===== config.mk =====
export PLATFORM = sky130hd
export DESIGN_NAME = uart_receiver
export DESIGN_NICKNAME = d
export VERILOG_FILES = /design/src/rtl/uart_receiver.sv
export SDC_FILE = /design/constraint.sdc
export NUM_CORES = 1
export LEC_CHECK = 0
export CAP_MARGIN = 20
export CORE_ASPECT_RATIO = 0.6
export CORE_UTILIZATION = 30
export DETAILED_ROUTE_END_ITERATION = 12
export PLACE_DENSITY = 0.54
export RECOVER_POWER = 100
export SETUP_SLACK_MARGIN = 0.4
export SYNTH_ARGS = -nofsm -noshare
export SYNTH_HDL_FRONTEND = slang
export SYNTH_SLANG_ARGS = --single-unit

===== constraint.sdc =====
create_clock -name clk_100MHz -period 1.7 [get_ports clk_100MHz]
set_input_delay 0.17 -clock clk_100MHz [delete_from_list [all_inputs] [get_ports clk_100MHz]]
set_output_delay 0.17 -clock clk_100MHz [all_outputs]
set_load 0.005 [all_outputs]

===== src/rtl/uart_receiver.sv =====
`timescale 1ns/1ps
// 8N1 UART receiver with 16x oversampling, stop-bit check and break handling.
// Define UART_RX_PARITY_EN for 8E1 frames (PARITY state and parity_err strobe).
//
// state  | meaning
// IDLE   | line idle, waiting for a low sample on a tick
// START  | validating the start bit at its mid-point
// DATA   | sampling 8 data bits LSB-first at mid-bit
// PARITY | sampling the parity bit (parity build only)
// STOP   | sampling the stop bit, strobing Rx_done
// BREAK  | line held low after a frame, waiting for it to return high
module uart_receiver #(
  parameter int CLK_FREQ   = 100_000_000,
  parameter int BAUD       = 9600,
  parameter int OVERSAMPLE = 16
) (
  input  logic       clk_100MHz,
  input  logic       rst_n,
  input  logic       Rx,
  output logic [7:0] Dout,
  output logic       Rx_done,
  output logic       frame_err,
  output logic       parity_err,
  output logic       Rx_busy
);

  localparam int DIV   = CLK_FREQ / (BAUD * OVERSAMPLE);
  localparam int DIV_W = (DIV > 1) ? $clog2(DIV) : 1;
  localparam logic [DIV_W-1:0] DIV_LAST = DIV_W'(DIV - 1);

`ifdef UART_RX_PARITY_EN
  typedef enum logic [2:0] {IDLE, START, DATA, PARITY, STOP, BREAK} state_t;
`else
  typedef enum logic [2:0] {IDLE, START, DATA, STOP, BREAK} state_t;
`endif

  state_t           state;
  logic             rx_meta;
  logic             rx_s;
  logic [DIV_W-1:0] div_cnt;
  logic             tick;
  logic [3:0]       s_cnt;
  logic [2:0]       b_cnt;
  logic [7:0]       shift;
`ifdef UART_RX_PARITY_EN
  logic             par_bit;
`endif

  always_ff @(posedge clk_100MHz) begin
    if (!rst_n) begin
      rx_meta <= 1'b1;
      rx_s    <= 1'b1;
    end else begin
      rx_meta <= Rx;
      rx_s    <= rx_meta;
    end
  end

  // Free-running oversample tick; the frame logic never restarts it.
  always_ff @(posedge clk_100MHz) begin
    if (!rst_n) begin
      div_cnt <= '0;
    end else if (div_cnt == DIV_LAST) begin
      div_cnt <= '0;
    end else begin
      div_cnt <= div_cnt + DIV_W'(1);
    end
  end

  assign tick = (div_cnt == DIV_LAST);

  always_ff @(posedge clk_100MHz) begin
    if (!rst_n) begin
      state      <= IDLE;
      s_cnt      <= 4'd0;
      b_cnt      <= 3'd0;
      shift      <= 8'h00;
      Dout       <= 8'h00;
      Rx_done    <= 1'b0;
      frame_err  <= 1'b0;
      parity_err <= 1'b0;
      Rx_busy    <= 1'b0;
`ifdef UART_RX_PARITY_EN
      par_bit    <= 1'b0;
`endif
    end else begin
      Rx_done    <= 1'b0;
      frame_err  <= 1'b0;
      parity_err <= 1'b0;
      case (state)
        IDLE: begin
          s_cnt <= 4'd0;
          b_cnt <= 3'd0;
          if (tick && !rx_s) begin
            state   <= START;
            Rx_busy <= 1'b1;
          end
        end
        START: if (tick) begin
          if (s_cnt == 4'd7) begin
            s_cnt <= 4'd0;
            if (!rx_s) begin
              state <= DATA;
            end else begin
              state   <= IDLE;
              Rx_busy <= 1'b0;
            end
          end else begin
            s_cnt <= s_cnt + 4'd1;
          end
        end
        DATA: if (tick) begin
          s_cnt <= s_cnt + 4'd1;
          if (s_cnt == 4'd15) begin
            shift <= {rx_s, shift[7:1]};
            b_cnt <= b_cnt + 3'd1;
            if (b_cnt == 3'd7) begin
`ifdef UART_RX_PARITY_EN
              state <= PARITY;
`else
              state <= STOP;
`endif
            end
          end
        end
`ifdef UART_RX_PARITY_EN
        PARITY: if (tick) begin
          s_cnt <= s_cnt + 4'd1;
          if (s_cnt == 4'd15) begin
            par_bit <= rx_s;
            state   <= STOP;
          end
        end
`endif
        STOP: if (tick) begin
          s_cnt <= s_cnt + 4'd1;
          if (s_cnt == 4'd15) begin
            Dout      <= shift;
            Rx_done   <= 1'b1;
            frame_err <= !rx_s;
`ifdef UART_RX_PARITY_EN
            parity_err <= ^{shift, par_bit};
`else
            parity_err <= 1'b0;
`endif
            if (rx_s) begin
              state   <= IDLE;
              Rx_busy <= 1'b0;
            end else begin
              state <= BREAK;
            end
          end
        end
        // A held-low line must go high before a new start edge can count.
        BREAK: if (rx_s) begin
          state   <= IDLE;
          Rx_busy <= 1'b0;
        end
        default: begin
          state   <= IDLE;
          Rx_busy <= 1'b0;
        end
      endcase
    end
  end

endmodule


Word-level counts from Yosys, hierarchy flattened --
Index checks and enable logic that the tools add are counted.
Storage, ports and cells: input port bits 3, bits in registers 41, word-level logic and storage cells 76
Operators by class: bitwise logic cells 2, equal/unequal tests 18, mux-type cells 27, reductions and logical operators 15, add/subtract/negate cells 3
Operators by type and width (count):
- two-way mux 3 bit | 12
- != test 2 bit (second input constant) | 9
- one-hot mux 3 bit (5 select lines) | 1
- AND reduction 3 bit | 5
- two-way mux 4 bit | 3
- one-hot mux 4 bit (3 select lines) | 1
- adder 10 x 1 -> 10 bit (second input constant) | 1
- equality test 10 bit (second input constant) | 1
- AND reduction 9 bit | 1
- two-way mux 1 bit | 7
- equality test 3 x 2 -> 1 bit (second input constant) | 2
- equality test 3 bit (second input constant) | 2
- one-hot mux 3 bit (2 select lines) | 1
- AND reduction 6 bit | 1
- one-hot mux 1 bit (5 select lines) | 1
- adder 4 x 1 -> 4 bit (second input constant) | 1
- equality test 4 x 3 -> 1 bit (second input constant) | 1
- equality test 4 bit (second input constant) | 1
- AND reduction 4 bit | 1
- OR reduction 2 bit | 2
- adder 3 x 1 -> 3 bit (second input constant) | 1
- equality test 3 x 1 -> 1 bit (second input constant) | 1
- logical NOT 3 bit | 1
- nonzero test 3 bit | 1
- 6 further kinds | 7

Depth between registers and ports, before layout --
Gate-level depths: netlist of run 1.
word-level depth 5, depth in mapped cells 8, gate-level depth less buffers 7

Least setup slack after synthesis of run 1 --
No wires, ideal clock.
path kind reg-to-reg, start point reg div_cnt[0], end point reg b_cnt[0], cell stages (with the launch flop) 8, buffers on the path 0, data required time 1585 ps, setup time 115 ps, setup slack -97 ps, period minus slack after synthesis 1797 ps, arrival time 1682 ps, path through dfxtp_1 > inv_1 > ha_1 > and4b_1 > nand4_4 > or3_1 > and3_1 > o21a_1
On the way: word-level cells in the longest chain between the ends 3
Ends and longest elaborated chain:
- start, declared | line 40 | logic [DIV_W-1:0] div_cnt;
- start signal, assigned | line 66 | div_cnt <= div_cnt + DIV_W'(1);
- equality test 10 bit | line 70 | assign tick = (div_cnt == DIV_LAST);
- != test 2 bit (no line)
- AND reduction 3 bit (no line)
- end signal, assigned | line 116 | b_cnt <= b_cnt + 3'd1;
- end, declared | line 43 | logic [2:0] b_cnt;
Every way passes these cells. A chain may end at the register's enable or synchronous reset.

Worst setup path in the final report of run 1 --
start point reg div_cnt[0], end point reg Rx_busy
On the way: word-level cells in the longest chain between the ends 4
Ends and longest elaborated chain:
- equality test 10 bit * | line 70
- logical AND 1 bit | line 94 | if (tick && !rx_s) begin
- != test 2 bit (no line)
- AND reduction 6 bit (no line) *
- end signal, assigned | line 82 | Rx_busy <= 1'b0;
- end signal, assigned | line 96 | Rx_busy <= 1'b1;
- end signal, assigned | line 106 | Rx_busy <= 1'b0;
- end, declared | line 24 | output logic Rx_busy
Mark *: on every way between the ends. The rest lies on a longest branch, timed or not.

==> impl_metrics.yaml, run 1 <==
worst_setup_path:
  cp.required_ns: 1.88
  cp-start-kind: "flip-flop"
  cp_cell_sequence: "inv_2 > ha_4 > and4b_2 > nand4_4 > a222oi_1 > buf_4 > o211ai_1 > mux2i_1"
  critPathArrivalTime_ns: 1.98
  slowest_stage: "sky130_fd_sc_hd__dfxtp_2"
  timing.setup.critical_path_class: "flip-flop to flip-flop"
  cp_top_family: "compound AO/OA/AOI/OAI gates"
  worst_setup_path_end_kind: "flip-flop"
  cp.buffers_inverters: 2
  critical-path-max-stage-delay_ns: 0.33
  crit_fanout: 7
run_status:
  violations_in_the_final_reports: "setup timing"
  status: "finished, violations left"
sta:
  slew_violations: 0
  period_minus_slack_ns: 1.81
  final_hold_violation_count: 0
  worst_slack_ns: -0.106
  setup_repair_after_global_routing_missed_its_margin: "yes"
  finalCritPeriodShare: 1.06
  setup_violations: 23
  aggregate_negative_setup_slack_ns: -0.624
  timing.clock.skew_ns: 0.0118
  max_clock_freq_mhz: 554
  hold-worst-slack_ns: 0.413
detailed_routing:
  detail_route.wirelength_microns: 4300
  drt-initial-drc-count: 139
  ant_nets: 0
  route.detailed.drc: 0
  vias: 1574
  route.detailed.vias_per_inst: 4.63
  dr.pass1.iters: 4
  routed_wire_per_std_cell_microns: 12.6
synthesis:
  postSynthCellCount: 213
  synthDistinctLibCells: 37
  synth.area.top_cells: "sky130_fd_sc_hd__dfxtp_1, sky130_fd_sc_hd__nand2_1, sky130_fd_sc_hd__a21boi_0, sky130_fd_sc_hd__nor2_1, sky130_fd_sc_hd__ha_1"
  part_of_the_yosys_area_used_for_sequential_elements: 0.447
  synthesis.area_per_instance_sq_um: 8.63
  syn-num-nets: 221
  post_synth_instance_area_sq_um: 1840
  synth.top_cell.area_share: 0.447
  synth.largest_area_cell: "sky130_fd_sc_hd__dfxtp_1"
  yosys_warnings: 0
  postSynthRegisterBits: 41
power:
  switchingPower_mw: 0.388
  logic_pwr_share: 0.034
  power.total_mw: 1.97
  static-leakage-power_nw: 1.07
  power.density_cell_area_nw_per_um2: 753
  power_report.internal_total_mw: 1.58
  power.switching_fraction: 0.197
  max-vdd-ir-drop_uv: 447
  clkPwrFrac: 0.471
  share_seq_of_total_power: 0.495
cts:
  clock_sink_count: 41
  tritoncts.num_buffers: 5
  clk_pin_slew_ns: 0.08
  cts_hold_buf: 0
  cts_tree: "yes"
  cts.htree.levels: 2
  clk_latency_ns: 0.30
  clock_tree.buffer_depth: 2
  clock-root-buffer: "sky130_fd_sc_hd__clkbuf_8"
floorplanning:
  floorplan.initialDensity: 0.321
  num_rows: 21
  height_of_the_die_microns: 62.6
  floorplan.die.width_microns: 103
  ports_placed_on_the_boundary: 15
  core_sq_um: 5730
  floorplan.die_area_sq_um: 6450
global_routing:
  grt_start_max_net_pins: 18
  number_of_global_route_vias_before_repair: 1428
  grt_remaining_overflow: 0
  grt.total_usage: 0.142
  grt_first_pass_wirelength_microns: 6910
  antenna_violations_before_repair: 0
hold_path:
  hold_path.class: "flip-flop to flip-flop"
place:
  detailed_place_hpwl_microns: 3010
  gp_routability_congestion: 0.855
  io_buffer_count: 13
finish:
  final_layout_size_suffix_gt1_frac: 0.296
  ant_diodes: 0
  syn_to_final_growth_pct: 42.4
  fin_nets: 267
job:
  max_cap_violations: 0
[synth_stat cells]
| cell type | count |
|---|---|
| sky130_fd_sc_hd__buf_4 | 2 |
| sky130_fd_sc_hd__clkbuf_1 | 7 |
| sky130_fd_sc_hd__o21ai_0 | 1 |
| sky130_fd_sc_hd__dfxtp_1 | 41 |
| sky130_fd_sc_hd__and2_1 | 3 |
| sky130_fd_sc_hd__nand4_4 | 1 |
| sky130_fd_sc_hd__ha_1 | 5 |
| sky130_fd_sc_hd__a222oi_1 | 1 |
| sky130_fd_sc_hd__nand2b_1 | 2 |
| sky130_fd_sc_hd__a31o_2 | 1 |
| sky130_fd_sc_hd__o31ai_1 | 2 |
| sky130_fd_sc_hd__nor2b_1 | 6 |
| sky130_fd_sc_hd__o211ai_1 | 2 |
| sky130_fd_sc_hd__xor2_1 | 7 |
| sky130_fd_sc_hd__nand3_1 | 10 |
| sky130_fd_sc_hd__nor3b_1 | 2 |
| sky130_fd_sc_hd__and4b_1 | 2 |
| sky130_fd_sc_hd__and3_1 | 6 |
| sky130_fd_sc_hd__inv_1 | 3 |
| sky130_fd_sc_hd__nor3_1 | 4 |
| sky130_fd_sc_hd__mux2i_1 | 4 |
| sky130_fd_sc_hd__xnor2_1 | 2 |
| sky130_fd_sc_hd__or2_2 | 2 |
| sky130_fd_sc_hd__nor4_1 | 1 |
| sky130_fd_sc_hd__nand2_1 | 43 |
| sky130_fd_sc_hd__nand3b_1 | 2 |
| sky130_fd_sc_hd__a21boi_0 | 18 |
| sky130_fd_sc_hd__o21a_1 | 1 |
| sky130_fd_sc_hd__buf_2 | 2 |
| sky130_fd_sc_hd__nor3_2 | 2 |
| sky130_fd_sc_hd__a21oi_1 | 4 |
| sky130_fd_sc_hd__and3b_1 | 1 |
| sky130_fd_sc_hd__or3_1 | 3 |
| sky130_fd_sc_hd__conb_1 | 1 |
| sky130_fd_sc_hd__o22ai_1 | 1 |
| sky130_fd_sc_hd__nor2_1 | 17 |
| sky130_fd_sc_hd__a22oi_1 | 1 |
[cell type report]
| cell class | instances | area [sq um] |
|---|---|---|
| Fill cell | 600 | 3110 |
| Multi-Input combinational cell | 158 | 1120 |
| Sequential cell | 41 | 827 |
| Timing Repair Buffer | 50 | 428 |
| Tap cell | 80 | 100 |
| Clock buffer | 5 | 68.8 |
| Clock inverter | 3 | 65.1 |
| Inverter | 3 | 11.3 |
[through the flow]
stage | setup slack [ns] | cells | utilization | cell area, sq um
2_1_floorplan | -0.0178 | 213 | - | 1870
3_3_place_gp | -0.0984 | 325 | 0.394 | 2260
3_5_place_dp | -0.0996 | 325 | 0.394 | 2260
4_1_cts | -0.0733 | 336 | 0.432 | 2470
5_1_grt | -0.185 | 340 | 0.457 | 2620
6_report | -0.106 | 340 | 0.457 | 2620
[metal layers]
| layer | routed length, microns | track usage | vias to the layer above |
|---|---|---|---|
| li1 | - | - | 808 |
| met1 | 2340 | 0.223 | 723 |
| met2 | 1670 | 0.176 | 38 |
| met3 | 255 | 0.0436 | 5 |
| met4 | 32 | 0.0493 | 0 |
| met5 | 0 | 0 | - |
[cell usage in the layout (no fill, tap or decap), drive strengths merged, types with 2 or more instances in the layout]
cell type,Yosys,final
nand2,43,43
dfxtp,41,41
buf,4,36
a21boi,18,18
nor2,17,17
nand3,10,10
dlygate4sd2,0,9
xor2,7,7
nor2b,6,6
clkbuf,7,6
nor3,6,6
and3,6,6
ha,5,5
mux2i,4,4
a21oi,4,4
and2,3,3
or3,3,3
inv,3,3
nand3b,2,2
o211ai,2,2
nand2b,2,2
bufinv,0,2
clkdlybuf4s25,0,2
and4b,2,2
or2,2,2
o31ai,2,2
xnor2,2,2
nor3b,2,2
[flip-flops by register name, summed over array words and instances, names as in the netlist]
| name | cells |
|---|---|
| shift | 8 |
| div_cnt | 10 |
| state | 3 |
| rx_s | 1 |
| Rx_busy | 1 |
| rx_meta | 1 |
| frame_err | 1 |
| Dout | 8 |
| s_cnt | 4 |
| b_cnt | 3 |
| Rx_done | 1 |
[power by group through the flow]
stage	logic, mW	registers [mW]	clock network, mW
after floorplan	0.0348	0.998	0
after global placement	0.0632	0.996	0
after detailed placement	0.0635	0.997	0
after CTS	0.0635	0.974	0.955
after global routing	0.0737	0.978	1.01
final	0.0677	0.976	0.928
[worst register-to-register path: cells and delay by family, from the launching register on]
family                   cells  cell delay [ns]
AO/OA/AOI/OAI                2             0.42
AND/OR/NAND/NOR              2             0.41
flip-flops                   1             0.33
buffers and inverters        2             0.27
multiplexers                 1             0.14
adder cells (fa/ha/maj)      1             0.12
[worst paths after layout]
| path | startpoint | to | slack, ns | cells after the start |
|---|---|---|---|---|
| worst max-delay path | div_cnt[0] | Rx_busy | -0.11 | 8 |
| worst min-delay path | rx_meta | rx_s | 0.41 | 1 |
| worst max register to register | div_cnt[0] | Rx_busy | -0.11 | 8 |
| worst min register to register | rx_meta | rx_s | 0.41 | 1 |
[what timing repair did]
item / 4_1_cts / 5_1_grt
pin swaps: 3 / 14
endpoints found under the setup margin: 48 / 41
endpoints found under the hold margin: 0 / 0
resized for setup: 30 / 35
buffers inserted: 3 / 4
[cells by family (layout without fill, tap and decap cells)]
group,after synthesis,in the layout,synth area share
mux,4,4,0.0218
compound gates,32,32,0.125
fa+ha+maj,5,5,0.0340
xor+xnor,9,9,0.0429
buf+inv,14,61,0.0340
simple gates,107,107,0.293
flops,41,41,0.447
other cells,1,1,0.00204
Power figures use the tool's default switching activity.
==> run 2, diff against run 1 <==
--- a/config.mk
+++ b/config.mk
@@ -9,9 +9,11 @@
 export CORE_ASPECT_RATIO = 0.6
 export CORE_UTILIZATION = 30
 export DETAILED_ROUTE_END_ITERATION = 12
+export GPL_TIMING_DRIVEN = 0
 export PLACE_DENSITY = 0.54
 export RECOVER_POWER = 100
 export SETUP_SLACK_MARGIN = 0.4
+export SLEW_MARGIN = 10
 export SYNTH_ARGS = -nofsm -noshare
 export SYNTH_HDL_FRONTEND = slang
 export SYNTH_SLANG_ARGS = --single-unit
==> impl_metrics.yaml, run 2 (same netlist as run 1, synthesis figures left out) <==
worst_setup_path:
  cp-start-kind: "flip-flop"
  crit_fanout: 4
  critPathArrivalTime_ns: 2.02
  timing.setup.critical_path_class: "flip-flop to flip-flop"
  worst_setup_path_end_kind: "flip-flop"
  cp.required_ns: 1.88
sta:
  setup_violations: 25
  slew_violations: 0
  worstMarginPinSlew_ns: 0.559
  period_minus_slack_ns: 1.84
  finalCritPeriodShare: 1.08
  setup_repair_after_global_routing_missed_its_margin: "yes"
  max-slew-margin-rel: 0.627
  worst_slack_ns: -0.138
  timing.clock.skew_ns: 0.00934
  final_hold_violation_count: 0
  max_clock_freq_mhz: 544
  hold-worst-slack_ns: 0.289
hold_path:
  hold_path.class: "input port to flip-flop"
place:
  post-place-ws_ns: -0.283
  dpl-instance-area_sq_um: 2090
  detailed_place_hpwl_microns: 2660
  io_buffer_count: 12
  gp_routability_congestion: 0.868
power:
  power.density_cell_area_nw_per_um2: 729
  max-vdd-ir-drop_uv: 437
  static-leakage-power_nw: 1.12
finish:
  fin_nets: 264
  most-common-layout-cells: "sky130_fd_sc_hd__dfxtp_1, sky130_fd_sc_hd__nand2_1, sky130_fd_sc_hd__nand2_2"
  finish.instance_area_sq_um: 2730
  ant_diodes: 0
  max_flop_register: "div_cnt"
  final_layout_size_suffix_gt1_frac: 0.416
  syn_to_final_growth_pct: 48.3
  final_common_cell: "sky130_fd_sc_hd__dfxtp_1"
  flip_flop_count_of_the_largest_register_after_layout: 10
  biggest_registers_after_layout: "div_cnt: 10 flops, Dout: 8 flops, shift: 8 flops"
cts:
  clock_tree.buffer_depth: 2
  clock-root-buffer: "sky130_fd_sc_hd__clkbuf_8"
  tritoncts.num_buffers: 5
  cts.htree.levels: 2
  clk_pin_slew_ns: 0.08
  clk_latency_ns: 0.30
  cts_tree: "yes"
  clock_sink_count: 41
floorplanning:
  num_rows: 21
  floorplan.initialDensity: 0.321
  core_sq_um: 5730
  floorplan.die_area_sq_um: 6450
  height_of_the_die_microns: 62.6
  floorplan.die.width_microns: 103
  ports_placed_on_the_boundary: 15
global_routing:
  grt_first_pass_wirelength_microns: 7400
  number_of_global_route_vias_before_repair: 1476
  grt_remaining_overflow: 0
  grt.total_usage: 0.152
  antenna_violations_before_repair: 0
  grt_start_max_net_pins: 14
detailed_routing:
  route.detailed.vias_per_inst: 4.88
  route.detailed.drc: 0
  vias: 1643
  ant_nets: 0
  detail_route.wirelength_microns: 4680
  dr.pass1.iters: 4
  drt-initial-drc-count: 125
  routed_wire_per_std_cell_microns: 13.9
job:
  max_cap_violations: 0
run_status:
  violations_in_the_final_reports: "setup timing"
  status: "finished, violations left"
==> run 2: cell types whose count changed in the layout (fill, tap and decap cells not counted), moves of 5 or more <==
cell,change
sky130_fd_sc_hd__clkbuf_1,+6
sky130_fd_sc_hd__nand2_4,+5
sky130_fd_sc_hd__a21boi_0,-8
sky130_fd_sc_hd__nand2_1,-22
sky130_fd_sc_hd__buf_4,-17
sky130_fd_sc_hd__buf_6,+5
sky130_fd_sc_hd__a21boi_2,+10
sky130_fd_sc_hd__nand2_2,+18
==> run 2: layout make-up <==
cell class	count	area, sq um
Clock buffer	5	68.8
Fill cell	562	3000
Buffer	11	77.6
Sequential cell	41	832
Tap cell	80	100
Clock inverter	3	65.1
Multi-Input combinational cell	160	1260
Inverter	3	11.3
Timing Repair Buffer	34	314
==> run 2: worst paths after layout <==
path	startpoint	endpoint	slack, ns	cells after the start
setup reg to reg	s_cnt[0]	Rx_busy	-0.14	7
hold / removal	rst_n	rx_meta	0.29	2
hold reg to reg	rx_meta	rx_s	0.41	1
setup / recovery	s_cnt[0]	Rx_busy	-0.14	7
==> run 2: what timing repair did <==
action,CTS,global route
pin swaps,30,18
endpoints found under the setup margin,48,43
hold buffers,0,0
buffers inserted,15,6
cloned,3,0
endpoints found under the hold margin,0,0
gates resized for setup,94,42
==> run 2: critical path, cell delays in order (launching register included) <==
cell                       delay (ns)
sky130_fd_sc_hd__dfxtp_4         0.38
sky130_fd_sc_hd__ha_4            0.14
sky130_fd_sc_hd__nand3b_1        0.10
sky130_fd_sc_hd__or2_4           0.25
sky130_fd_sc_hd__a222oi_1        0.41
sky130_fd_sc_hd__buf_4           0.21
sky130_fd_sc_hd__o211ai_1        0.10
sky130_fd_sc_hd__mux2i_1         0.14
==> run 2: per-layer routing <==
metal | share of wire | global-route usage | vias to the layer above
met5 | 0 | 0 | -
met4 | 0.0051 | 0.0370 | 0
met3 | 0.062 | 0.0481 | 2
met2 | 0.41 | 0.202 | 45
met1 | 0.52 | 0.232 | 787
li1 | - | - | 809
==> run 2: power breakdown <==
part	internal (mW)	switching (mW)	total, mW
Clock	0.584	0.358	0.941
Sequential	0.966	0.00628	0.973
Combinational	0.0337	0.0389	0.0726
==> run 2: metrics by stage <==
step	std cells	utilization	TNS [ns]	total power, mW
after floorplan	213	-	-0.0234	1.03
after global placement	305	0.365	-4.99	1.05
after detailed placement	305	0.365	-5.17	1.05
after CTS	331	0.452	-0.190	1.99
after global routing	337	0.476	-3.32	2.07
final	337	0.476	-1.76	1.99
==> run 3, diff against run 2 <==
--- a/config.mk
+++ b/config.mk
@@ -8,6 +8,7 @@
 export CAP_MARGIN = 20
 export CORE_ASPECT_RATIO = 0.6
 export CORE_UTILIZATION = 30
+export CTS_BUF_LIST = sky130_fd_sc_hd__clkbuf_16
 export DETAILED_ROUTE_END_ITERATION = 12
 export GPL_TIMING_DRIVEN = 0
 export PLACE_DENSITY = 0.54
==> impl_metrics.yaml, run 3 (same netlist as run 1, synthesis figures left out) <==
worst_setup_path:
  cp_cell_sequence: "inv_2 > ha_4 > and4b_2 > nand4_4 > buf_6 > or3_4 > and3_4 > o21a_1"
  crit_fanout: 4
  cp_top_family: "simple AND/OR/NAND/NOR gates"
  critical-path-max-stage-delay_ns: 0.42
  cp.buffers_inverters: 2
  cp.required_ns: 1.88
  critPathArrivalTime_ns: 2.08
  worst_setup_path_end_kind: "flip-flop"
  timing.setup.critical_path_class: "flip-flop to flip-flop"
  cp-start-kind: "flip-flop"
  setup.reg_to_reg.worst_slack_ns: -0.20
  slowest_stage: "sky130_fd_sc_hd__or3_4"
  reg2reg_from: "div_cnt[0]"
  startpoint: "div_cnt[0]"
cts:
  cts.htree.levels: 2
  clk_latency_ns: 0.28
  cts_hold_buf: 0
  cts_tree: "yes"
  tritoncts.num_buffers: 5
  clk_pin_slew_ns: 0.06
  clock-root-buffer: "sky130_fd_sc_hd__clkbuf_16"
  clock_sink_count: 41
  clock_tree.buffer_depth: 2
finish:
  biggest_registers_after_layout: "div_cnt: 10 flops, Dout: 8 flops, shift: 8 flops"
  most-common-layout-cells: "sky130_fd_sc_hd__dfxtp_1, sky130_fd_sc_hd__nand2_2, sky130_fd_sc_hd__nand2_1, sky130_fd_sc_hd__buf_6, sky130_fd_sc_hd__nor2_1"
  final_common_cell: "sky130_fd_sc_hd__dfxtp_1"
  number_of_filler_cells_placed_in_the_layout: 527
  fin_nets: 261
  syn_to_final_growth_pct: 55.2
  finish.instance_area_sq_um: 2850
  final_layout_size_suffix_gt1_frac: 0.457
  flip_flop_count_of_the_largest_register_after_layout: 10
  finalNonFillerCells: 334
  finish.utilization: 0.498
  max_flop_register: "div_cnt"
  ant_diodes: 0
global_routing:
  number_of_global_route_vias_before_repair: 1522
  grt_start_max_net_pins: 14
  grt.total_usage: 0.154
  grt_first_pass_wirelength_microns: 7530
  grt_remaining_overflow: 0
  antenna_violations_before_repair: 0
sta:
  max-slew-margin-rel: 0.583
  worst_slack_ns: -0.204
  setup_violations: 26
  setup_repair_after_global_routing_missed_its_margin: "yes"
  timing.clock.skew_ns: 0.00554
  final_hold_violation_count: 0
  finalCritPeriodShare: 1.12
  aggregate_negative_setup_slack_ns: -3.50
  slew_violations: 0
  max_clock_freq_mhz: 525
  hold-worst-slack_ns: 0.342
  worstMarginPinSlew_ns: 0.625
  period_minus_slack_ns: 1.90
hold_path:
  start_point_of_the_worst_min_delay_path: "rst_n"
  hold_path.class: "input port to flip-flop"
power:
  max-vdd-ir-drop_uv: 475
  power.density_cell_area_nw_per_um2: 795
  power.total_mw: 2.27
  static-leakage-power_nw: 1.16
place:
  gp_routability_congestion: 0.868
  post-place-ws_ns: -0.283
  detailed_place_hpwl_microns: 2660
  placed_cells_incl_taps: 305
  dpl-instance-area_sq_um: 2090
  io_buffer_count: 12
floorplanning:
  core_sq_um: 5730
  floorplan.die.width_microns: 103
  num_rows: 21
  floorplan.die_area_sq_um: 6450
  floorplan.initialDensity: 0.321
  ports_placed_on_the_boundary: 15
  height_of_the_die_microns: 62.6
job:
  max_cap_violations: 0
run_status:
  violations_in_the_final_reports: "setup timing"
  status: "finished, violations left"
detailed_routing:
  routed_wire_per_std_cell_microns: 14.6
  detail_route.wirelength_microns: 4870
  drt-initial-drc-count: 100
  route.detailed.drc: 0
  dr.pass1.iters: 4
  vias: 1676
  route.detailed.vias_per_inst: 5.02
  ant_nets: 0
[run 3: changes by cell type in the layout (fill, tap and decap cells not counted), sizes merged]
cell,before,now
buf,24,23
clkbuf,14,12
clkdlybuf4s25,1,2
dlygate4sd2,7,2
dlygate4sd3,0,3
dlymetal6s2s,3,4
[run 3: repair_timing]
item                                    CTS  global route
setup buffers                            13             5
pin swaps                                32            24
endpoints found under the setup margin   41            45
gates cloned                              3             0
resized for setup                        91            53
[run 3: worst register-to-register path, delay by kind of cell (launching register included)]
family / cells / cell delay, ns
buffers and inverters: 2 / 0.23
and+or+nand+nor: 4 / 0.98
adders and majority gates: 1 / 0.12
DFF: 1 / 0.34
AOI/OAI and AO/OA: 1 / 0.15
[run 3: area by class of cell]
type	instances	area, sq um	area share
Timing Repair Buffer	31	319	0.112
Sequential cell	41	845	0.296
Multi-Input combinational cell	160	1310	0.459
Inverter	3	11.3	0.00395
Clock buffer	5	125	0.0439
Clock inverter	3	65.1	0.0228
Tap cell	80	100	0.0351
Buffer	11	77.6	0.0272
[run 3: power by group]
part | switching [mW] | total, mW | internal, mW
Sequential | 0.00653 | 0.972 | 0.965
Combinational | 0.0408 | 0.0762 | 0.0354
Clock | 0.383 | 1.22 | 0.838
Total | 0.430 | 2.27 | 1.84
[run 3: routing by layer]
layer  vias to the layer above  part of all wire  routed length, microns  GRT usage
li1                        810                 -                       -          -
met1                       809              0.50                    2460      0.227
met2                        49              0.43                    2090      0.210
met3                         8             0.051                     249     0.0447
met4                         0             0.014                      66     0.0528
met5                         -                 0                       0          0
[run 3: worst paths after layout]
kind	to	cells past startpoint
worst min-delay path	rx_meta	2
worst min register to register	rx_s	1
worst max register to register	b_cnt[0]	8
worst max-delay path	b_cnt[0]	8
